## src/rtl/noise_table_loader_if.sv

```systemverilog
// Load interface between the table loader, its host word source and the noise_128 generator.
// The loader (master) owns host_ready and the table write port; source/generator (slave) drive the rest.
interface noise_table_loader_if #(
    parameter int LOC_W = 8
);
    logic [63:0]      host_data;
    logic             host_valid;
    logic             host_ready;
    logic [63:0]      mem_data;
    logic [LOC_W-1:0] location;
    logic             load_mem;
    logic             done_wait;

    modport master (
        input  host_data,
        input  host_valid,
        input  done_wait,
        output host_ready,
        output mem_data,
        output location,
        output load_mem
    );

    modport slave (
        output host_data,
        output host_valid,
        output done_wait,
        input  host_ready,
        input  mem_data,
        input  location,
        input  load_mem
    );
endinterface

```

## src/rtl/noise_table_loader.sv

```systemverilog
// Streams DEPTH host words into the noise generator table, then waits for done_wait.
// Reports busy, sticky done/error flags and an XOR checksum of the words accepted in the current load.
module noise_table_loader #(
    parameter int DEPTH   = 128,
    parameter int TIMEOUT = 1024,
    parameter int LOC_W   = 8
) (
    input  logic                 clk,
    input  logic                 rstn,
    input  logic                 start,
    input  logic                 abort,
    noise_table_loader_if.master tbl,
    output logic                 busy,
    output logic                 load_done,
    output logic                 load_err,
    output logic [63:0]          checksum
);
    localparam int TW = (TIMEOUT < 2) ? 1 : $clog2(TIMEOUT + 1);
    localparam logic [LOC_W-1:0] LAST_INDEX = LOC_W'(DEPTH - 1);
    localparam logic [TW-1:0]    LAST_TICK  = TW'(TIMEOUT - 1);

    typedef enum logic [1:0] {
        IDLE,
        LOAD,
        WAIT_DONE,
        DONE
    } state_t;

    state_t           state;
    state_t           state_nx;
    logic [LOC_W-1:0] index;
    logic [TW-1:0]    timer;
    logic             accept;
    logic             clear_load;
    logic             set_done;
    logic             set_err;
    logic             timer_run;

    assign tbl.host_ready = (state == LOAD);
    assign accept         = tbl.host_ready && tbl.host_valid;

    always_ff @(posedge clk or negedge rstn) begin
        if (!rstn) begin
            state <= IDLE;
        end else begin
            state <= state_nx;
        end
    end

    // Abort outranks everything; in WAIT_DONE a done_wait in the timeout cycle still counts as success.
    always_comb begin
        state_nx   = state;
        clear_load = 1'b0;
        set_done   = 1'b0;
        set_err    = 1'b0;
        timer_run  = 1'b0;
        case (state)
            IDLE, DONE: begin
                if (start) begin
                    state_nx   = LOAD;
                    clear_load = 1'b1;
                end
            end
            LOAD: begin
                if (abort) begin
                    state_nx = DONE;
                    set_err  = 1'b1;
                end else if (accept && (index == LAST_INDEX)) begin
                    state_nx = WAIT_DONE;
                end
            end
            WAIT_DONE: begin
                if (abort) begin
                    state_nx = DONE;
                    set_err  = 1'b1;
                end else if (tbl.done_wait) begin
                    state_nx = DONE;
                    set_done = 1'b1;
                end else if (timer == LAST_TICK) begin
                    state_nx = DONE;
                    set_err  = 1'b1;
                end else begin
                    timer_run = 1'b1;
                end
            end
            default: begin
                state_nx = IDLE;
            end
        endcase
    end

    always_ff @(posedge clk or negedge rstn) begin
        if (!rstn) begin
            index <= '0;
            timer <= '0;
        end else begin
            if (clear_load) begin
                index <= '0;
            end else if (accept) begin
                index <= index + 1'b1;
            end
            if (clear_load) begin
                timer <= '0;
            end else if (timer_run) begin
                timer <= timer + 1'b1;
            end
        end
    end

    // Each accepted beat becomes a one-cycle table write on the following cycle.
    always_ff @(posedge clk or negedge rstn) begin
        if (!rstn) begin
            tbl.mem_data <= '0;
            tbl.location <= '0;
            tbl.load_mem <= 1'b0;
            checksum     <= '0;
        end else begin
            tbl.load_mem <= accept;
            if (accept) begin
                tbl.mem_data <= tbl.host_data;
                tbl.location <= index;
            end
            if (clear_load) begin
                checksum <= '0;
            end else if (accept) begin
                checksum <= checksum ^ tbl.host_data;
            end
        end
    end

    always_ff @(posedge clk or negedge rstn) begin
        if (!rstn) begin
            busy      <= 1'b0;
            load_done <= 1'b0;
            load_err  <= 1'b0;
        end else begin
            busy <= (state_nx == LOAD) || (state_nx == WAIT_DONE);
            if (clear_load) begin
                load_done <= 1'b0;
                load_err  <= 1'b0;
            end else begin
                if (set_done) begin
                    load_done <= 1'b1;
                end
                if (set_err) begin
                    load_err <= 1'b1;
                end
            end
        end
    end
endmodule
```

## src/flat_wrapper.sv

```systemverilog
// flat-port wrapper written by rule: the top's interface ports become plain ports
module noise_table_loader_flat 
#(
    parameter int DEPTH   = 128,
    parameter int TIMEOUT = 1024,
    parameter int LOC_W   = 8
)
  (clk, rstn, start, abort, busy, load_done, load_err, checksum, tbl_host_data, tbl_host_valid, tbl_done_wait, tbl_host_ready, tbl_mem_data, tbl_location, tbl_load_mem);
  noise_table_loader_if #(.LOC_W(LOC_W)) tbl_i ();
  input  logic clk;
  input  logic rstn;
  input  logic start;
  input  logic abort;
  output logic busy;
  output logic load_done;
  output logic load_err;
  output logic [63:0] checksum;
  input wire logic [$bits(tbl_i.host_data)-1:0] tbl_host_data;
  input wire logic [$bits(tbl_i.host_valid)-1:0] tbl_host_valid;
  input wire logic [$bits(tbl_i.done_wait)-1:0] tbl_done_wait;
  output wire logic [$bits(tbl_i.host_ready)-1:0] tbl_host_ready;
  output wire logic [$bits(tbl_i.mem_data)-1:0] tbl_mem_data;
  output wire logic [$bits(tbl_i.location)-1:0] tbl_location;
  output wire logic [$bits(tbl_i.load_mem)-1:0] tbl_load_mem;
  assign tbl_i.host_data = tbl_host_data;
  assign tbl_i.host_valid = tbl_host_valid;
  assign tbl_i.done_wait = tbl_done_wait;
  assign tbl_host_ready = tbl_i.host_ready;
  assign tbl_mem_data = tbl_i.mem_data;
  assign tbl_location = tbl_i.location;
  assign tbl_load_mem = tbl_i.load_mem;
  noise_table_loader #(.DEPTH(DEPTH), .TIMEOUT(TIMEOUT), .LOC_W(LOC_W)) u_core (.clk(clk), .rstn(rstn), .start(start), .abort(abort), .tbl(tbl_i), .busy(busy), .load_done(load_done), .load_err(load_err), .checksum(checksum));
endmodule
```

## config.mk

```make
export PLATFORM = sky130hd
export DESIGN_NAME = noise_table_loader_flat
export DESIGN_NICKNAME = d
export VERILOG_FILES = /design/src/rtl/noise_table_loader_if.sv /design/src/rtl/noise_table_loader.sv /design/src/flat_wrapper.sv
export SDC_FILE = /design/constraint.sdc
export NUM_CORES = 1
export LEC_CHECK = 0
export ABC_AREA = 1
export CAP_MARGIN = 40
export CORE_UTILIZATION = 46
export DETAILED_ROUTE_END_ITERATION = 10
export PLACE_DENSITY = 0.8
export RECOVER_POWER = 25
export SLEW_MARGIN = 20
export SYNTH_ARGS = -nofsm -noshare
export SYNTH_HDL_FRONTEND = slang
export SYNTH_SLANG_ARGS = --single-unit
```

## constraint.sdc

```tcl
create_clock -name clk -period 2.2 [get_ports clk]
set_clock_uncertainty 0.15 [all_clocks]
set_input_delay 0.22 -clock clk [delete_from_list [all_inputs] [get_ports clk]]
set_output_delay 0.22 -clock clk [all_outputs]
set_load 0.01 [all_outputs]
```

## Word-level counts from Yosys, hierarchy flattened

Cells that the tools add are included.
W data, S select, Z words.

- Reductions and logical operators: 9
- Multiplexer cells: 31
- $lt $le $gt $ge: 0
- Shift-type cells: 0
- Multipliers: 0
- Add/sub/neg operators: 2
- Divide/modulo/power cells: 0
- Equal/unequal tests: 7
- Bitwise logic cells: 1

Operator list:

| cell | count |
|---|---|
| $mux W64 | 2 |
| $xor A64 B64 Y64 | 1 |
| $mux W11 | 2 |
| $mux W1 | 17 |
| $mux W8 | 2 |
| $mux W2 | 6 |
| $add A11 B1 Y11 const B | 1 |
| $eq A11 B10 Y1 const B | 1 |
| $add A8 B1 Y8 const B | 1 |
| $eq A8 B7 Y1 const B | 1 |
| $reduce_bool A2 Y1 | 4 |
| $eq A2 B2 Y1 const B | 3 |
| $pmux W2 S3 | 1 |
| $eq A2 B1 Y1 const B | 2 |
| $logic_and A1 B1 Y1 | 2 |
| $logic_not A2 Y1 | 1 |
| $pmux W1 S2 | 1 |
| $reduce_or A2 Y1 | 1 |
| $logic_or A1 B1 Y1 | 1 |

- Bits in writable memories: 0
- Logic and storage cells: 60
- ROM bits: 0
- Input port bits: 70
- Memories: 0
- Latch bits: 0
- Output and inout port bits: 141
- Register bits: 161

## Logic depth before layout (Yosys ltp)

Gate-level depths: netlist (run 1).

- Word-level depth: 8
- Mapped depth: 11
- Depth with buffers taken out: 11

## Least setup slack after synthesis (run 1)

OpenSTA, ideal clock, no wires.

- Kind: reg-to-reg
- Start: reg u_core.state[1]
- End: reg u_core.checksum[24]
- Stages on the path, launching flop included: 11
- Library setup time: 0.077 ns
- Clock period less this slack: 1.681 ns
- Arrival: 1.453 ns
- Buffers on the path: 2
- Setup slack: 0.519 ns
- Required time: 1.973 ns
- Cells stage by stage: dfrtp_1 -> inv_1 -> ha_1 -> nand2_2 -> inv_2 -> buf_6 -> buf_6 -> nand2_1 -> inv_1 -> o21ai_0 -> a21oi_1

- Elaborated cells on any way between the ends: 8
- Classes of those cells: eq/ne (2); mux (2); reduce/logical (4)

RTL lines:

| what | RTL line | text |
|---|---|---|
| from (decl) | noise_table_loader.sv:29 | `state_t state;` |
| from (signal assigned) | noise_table_loader.sv:46 | `state <= state_nx;` |
| $eq A2 B1 Y1 | noise_table_loader.sv:39 | `assign tbl.host_ready = (state == LOAD);` |
| net tbl_host_ready | flat_wrapper.sv:21 | `output wire logic [$bits(tbl_i.host_ready)-1:0] tbl_host_ready;` |
| $logic_and A1 B1 Y1 | noise_table_loader.sv:40 | `assign accept = tbl.host_ready && tbl.host_valid;` |
| $reduce_bool A2 Y1 (no line) | -- |  |
| to (signal assigned) | noise_table_loader.sv:126 | `checksum <= checksum ^ tbl.host_data;` |
| to (decl) | noise_table_loader.sv:16 | `output logic [63:0] checksum` |

The timed path passes the listed nets, and every way through them passes these cells.
A chain may end at the register's enable or synchronous reset.

## Worst setup path after layout (run 1)

- Start: reg u_core.state[1]
- End: out tbl_host_ready

- Word-level cells in the longest chain between the ends: 1

Ends and longest elaborated chain:

| what | RTL line |
|---|---|
| $eq A2 B1 Y1 | noise_table_loader.sv:39 |
| to (decl) | flat_wrapper.sv:21 |

Every way passes these cells.

==> summary.txt, run 1 <==
Outcome - complete, no violations
Area share of the largest cell type after synthesis - 0.611
Crit path max fanout - 6
Die area - 14,800 µm²
Grt ovf - 0
Final worst-path setup slack - 0.0979 ns
Crit path DAT - 1.73 ns
Reg clk slew, reported paths - 0.06 ns
Fin. max-slew vios - 0
Hold Path Sink - u_core.tbl.mem_data[29]
Largest net degree at the start of global routing - 52
Critical Path Start Type - flop
Critical path required time - 1.83 ns
IO Pins - 211
Multi-input logic area - 2090 µm²
Design Power - 12.9 mW
Post-synth top cells - nand2_1, dfrtp_1, inv_1
Mapped Area - 6590 µm²
Max Cap Viol - 0
Core area - 13,900 µm²
# resized after CTS - 0
ANT nets after route - 0
Period utilization - 0.955
Worst-Margin Slew - 1.17 ns
Max Freq - 0.476 GHz
Vias - 5,678
Worst-Skew Late Latency - 0.42 ns
Post-Route WL - 16,800 µm
Cell with the most instances after synthesis - nand2_1
Vias in the first global route - 5,587
Placer Congestion - 0.870
RR Startpoint - u_core.state[1]
Hold path cells - 3
Final-report hold violation count - 0
R2r endpoint - u_core.index[7]
Top post-synthesis cells by area - dfrtp_1, nand2_1, a21oi_1
Buf/Inv on CP - 2
Worst reg2reg setup slack - 0.30 ns
Vias per cell - 4.92
Drt first pass iters - 4
Share of cells above drive strength 1 - 0.0503
Drt wl/cell - 14.5 µm
Antenna cell count - 0
Fillers - 1,122
RSZ-0062 raised after global routing - no
Initial drt markers - 350
Post-CTS setup buffer count - 0
Port bufs - 210
# nets final - 1,036
Gr usage total - 0.242
CTS sink count - 161
Register-to-Register Path Depth - 10
Initial Util - 0.473
Die width - 122 µm
Register area - 4030 µm²
Die span in y - 122 µm
CP Capture Type - output pin
Yosys Warn Count - 0
P_leak - 4.96 nW
Cell count after synthesis - 745
Placed insts - 1,122
Worst path max stage delay - 0.57 ns
Max_slew headroom - 0.222
Initial antenna violation count - 0
Fin cells - 1,155
CTS tree - built
Max Root-Sink Buffers - 2
Crit path depth - 3
Sequential share of the synthesized area - 0.611
Max rail drop VDD - 0.000756 V
Number of synthesized flops with an enable pin - 0
Hpwl dp - 11,500 µm
DRC errors left - 0
Area leader, netlist - dfrtp_1
Critical path's slowest cell - clkdlybuf4s50_1
Syn avg cell area - 8.85 µm²
WHS - 0.201 ns
Crit-path cells - inv_1 > ha_1 > clkdlybuf4s50_1
Min Tclk post-route - 2.10 ns
CP delay by family, top - buffers and inverters
Cell row count - 43
First-pass GRT wire length - 27,500 µm
Total CTS buffers - 17
Register bit count reported by yosys - 161
Ys async rst share - 1.00
Root Buffer - clkbuf_16
Hold_sp - tbl_host_data[29]
Number of H-tree levels - 4
Most used DFF post-synth - dfrtp_1
Total negative slack - 0 ns
Post-synth cell types - 25
Area Overhead vs Synth - 43.5%
Setup violators final - 0
Hold_buf cts - 1
Syn_nets - 819
Worst slack at placement - 0.329 ns
Pwr Density - 1360 nW/µm²
Critical path class - reg2out
Worst min path class - in2reg
-- layout by cell type (no fill, tap or decap), types with 2 or more instances in the layout --
cell	count
clkbuf_16	17
buf_12	5
inv_1	86
o21ai_1	58
dfrtp_1	161
clkdlybuf4s50_1	209
clkinv_2	6
nand2_1	261
nand3_1	9
clkinvlp_4	3
a21oi_1	77
nand4_1	4
o21ai_0	21
ha_1	4
clkbuf_1	2
xor2_1	3
clkbuf_8	3
buf_4	5
nor2_1	22
nand2_2	3
a211oi_1	2
nor3_1	3
-- sequential cells by signal, indices dropped and copies added, names as in the netlist --
signal               count
u_core.index             8
u_core.load_done         1
u_core.tbl.location      8
u_core.tbl.mem_data     64
u_core.tbl.load_mem      1
u_core.timer            11
u_core.checksum         64
u_core.load_err          1
u_core.busy              1
u_core.state             2
-- tightest hold or removal path, stage by stage --
cell	delay [ns]
clkdlybuf4s50_1	0.39
nand2_1	0.08
nand2_1	0.05
-- worst max path at each step --
| stage | from | end |
|---|---|---|
| finish | u_core.state[1] | tbl_host_ready |
| global route | u_core.state[1] | tbl_host_ready |
| CTS | u_core.state[1] | tbl_host_ready |
| detailed placement | u_core.state[1] | u_core.checksum[26] |
| global placement | tbl_host_valid | u_core.index[7] |
| floorplan | u_core.state[1] | u_core.checksum[24] |
-- cell type report --
| class | instances | area share |
|---|---|---|
| Timing Repair Buffer | 222 | 0.238 |
| Sequential cell | 161 | 0.426 |
| Clock inverter | 10 | 0.00648 |
| Multi-Input combinational cell | 473 | 0.221 |
| Inverter | 87 | 0.0345 |
| Tap cell | 180 | 0.0238 |
| Clock buffer | 22 | 0.0501 |
-- layer usage --
metal / global-route usage / wire length [µm] / share of wire
met4: 0.0926 / 357 / 0.021
met2: 0.393 / 8130 / 0.49
met1: 0.301 / 7220 / 0.43
met5: 0 / 0 / 0
met3: 0.0763 / 1050 / 0.063
-- cell families after synthesis --
kind of cell / count (synthesis) / share of synthesized area
DFF: 161 / 0.611
xor gates and xnor gates: 3 / 0.00399
adders and majority gates: 4 / 0.00759
and+or+nand+nor: 305 / 0.180
buffers and inverters: 111 / 0.0727
AOI/OAI and AO/OA: 161 / 0.125
-- power breakdown --
group	internal [mW]	switching [mW]	total, mW
Clock	1.52	1.15	2.67
Combinational	2.74	2.70	5.44
Sequential	4.05	0.721	4.77
-- metrics by stage --
step | area, µm² | util
2_1_floorplan | 6590 | -
3_3_place_gp | 8930 | 0.641
3_5_place_dp | 8930 | 0.641
4_1_cts | 9470 | 0.680
5_1_grt | 9460 | 0.679
6_report | 9460 | 0.679
No activity file was read; power rests on OpenSTA's default activity.
==> run 2, diff against run 1 <==
Settings changed: CAP_MARGIN 40 to not set.
==> results of run 2 <==
Same layout as run 1: the final DEF is identical, and so are final timing and power.
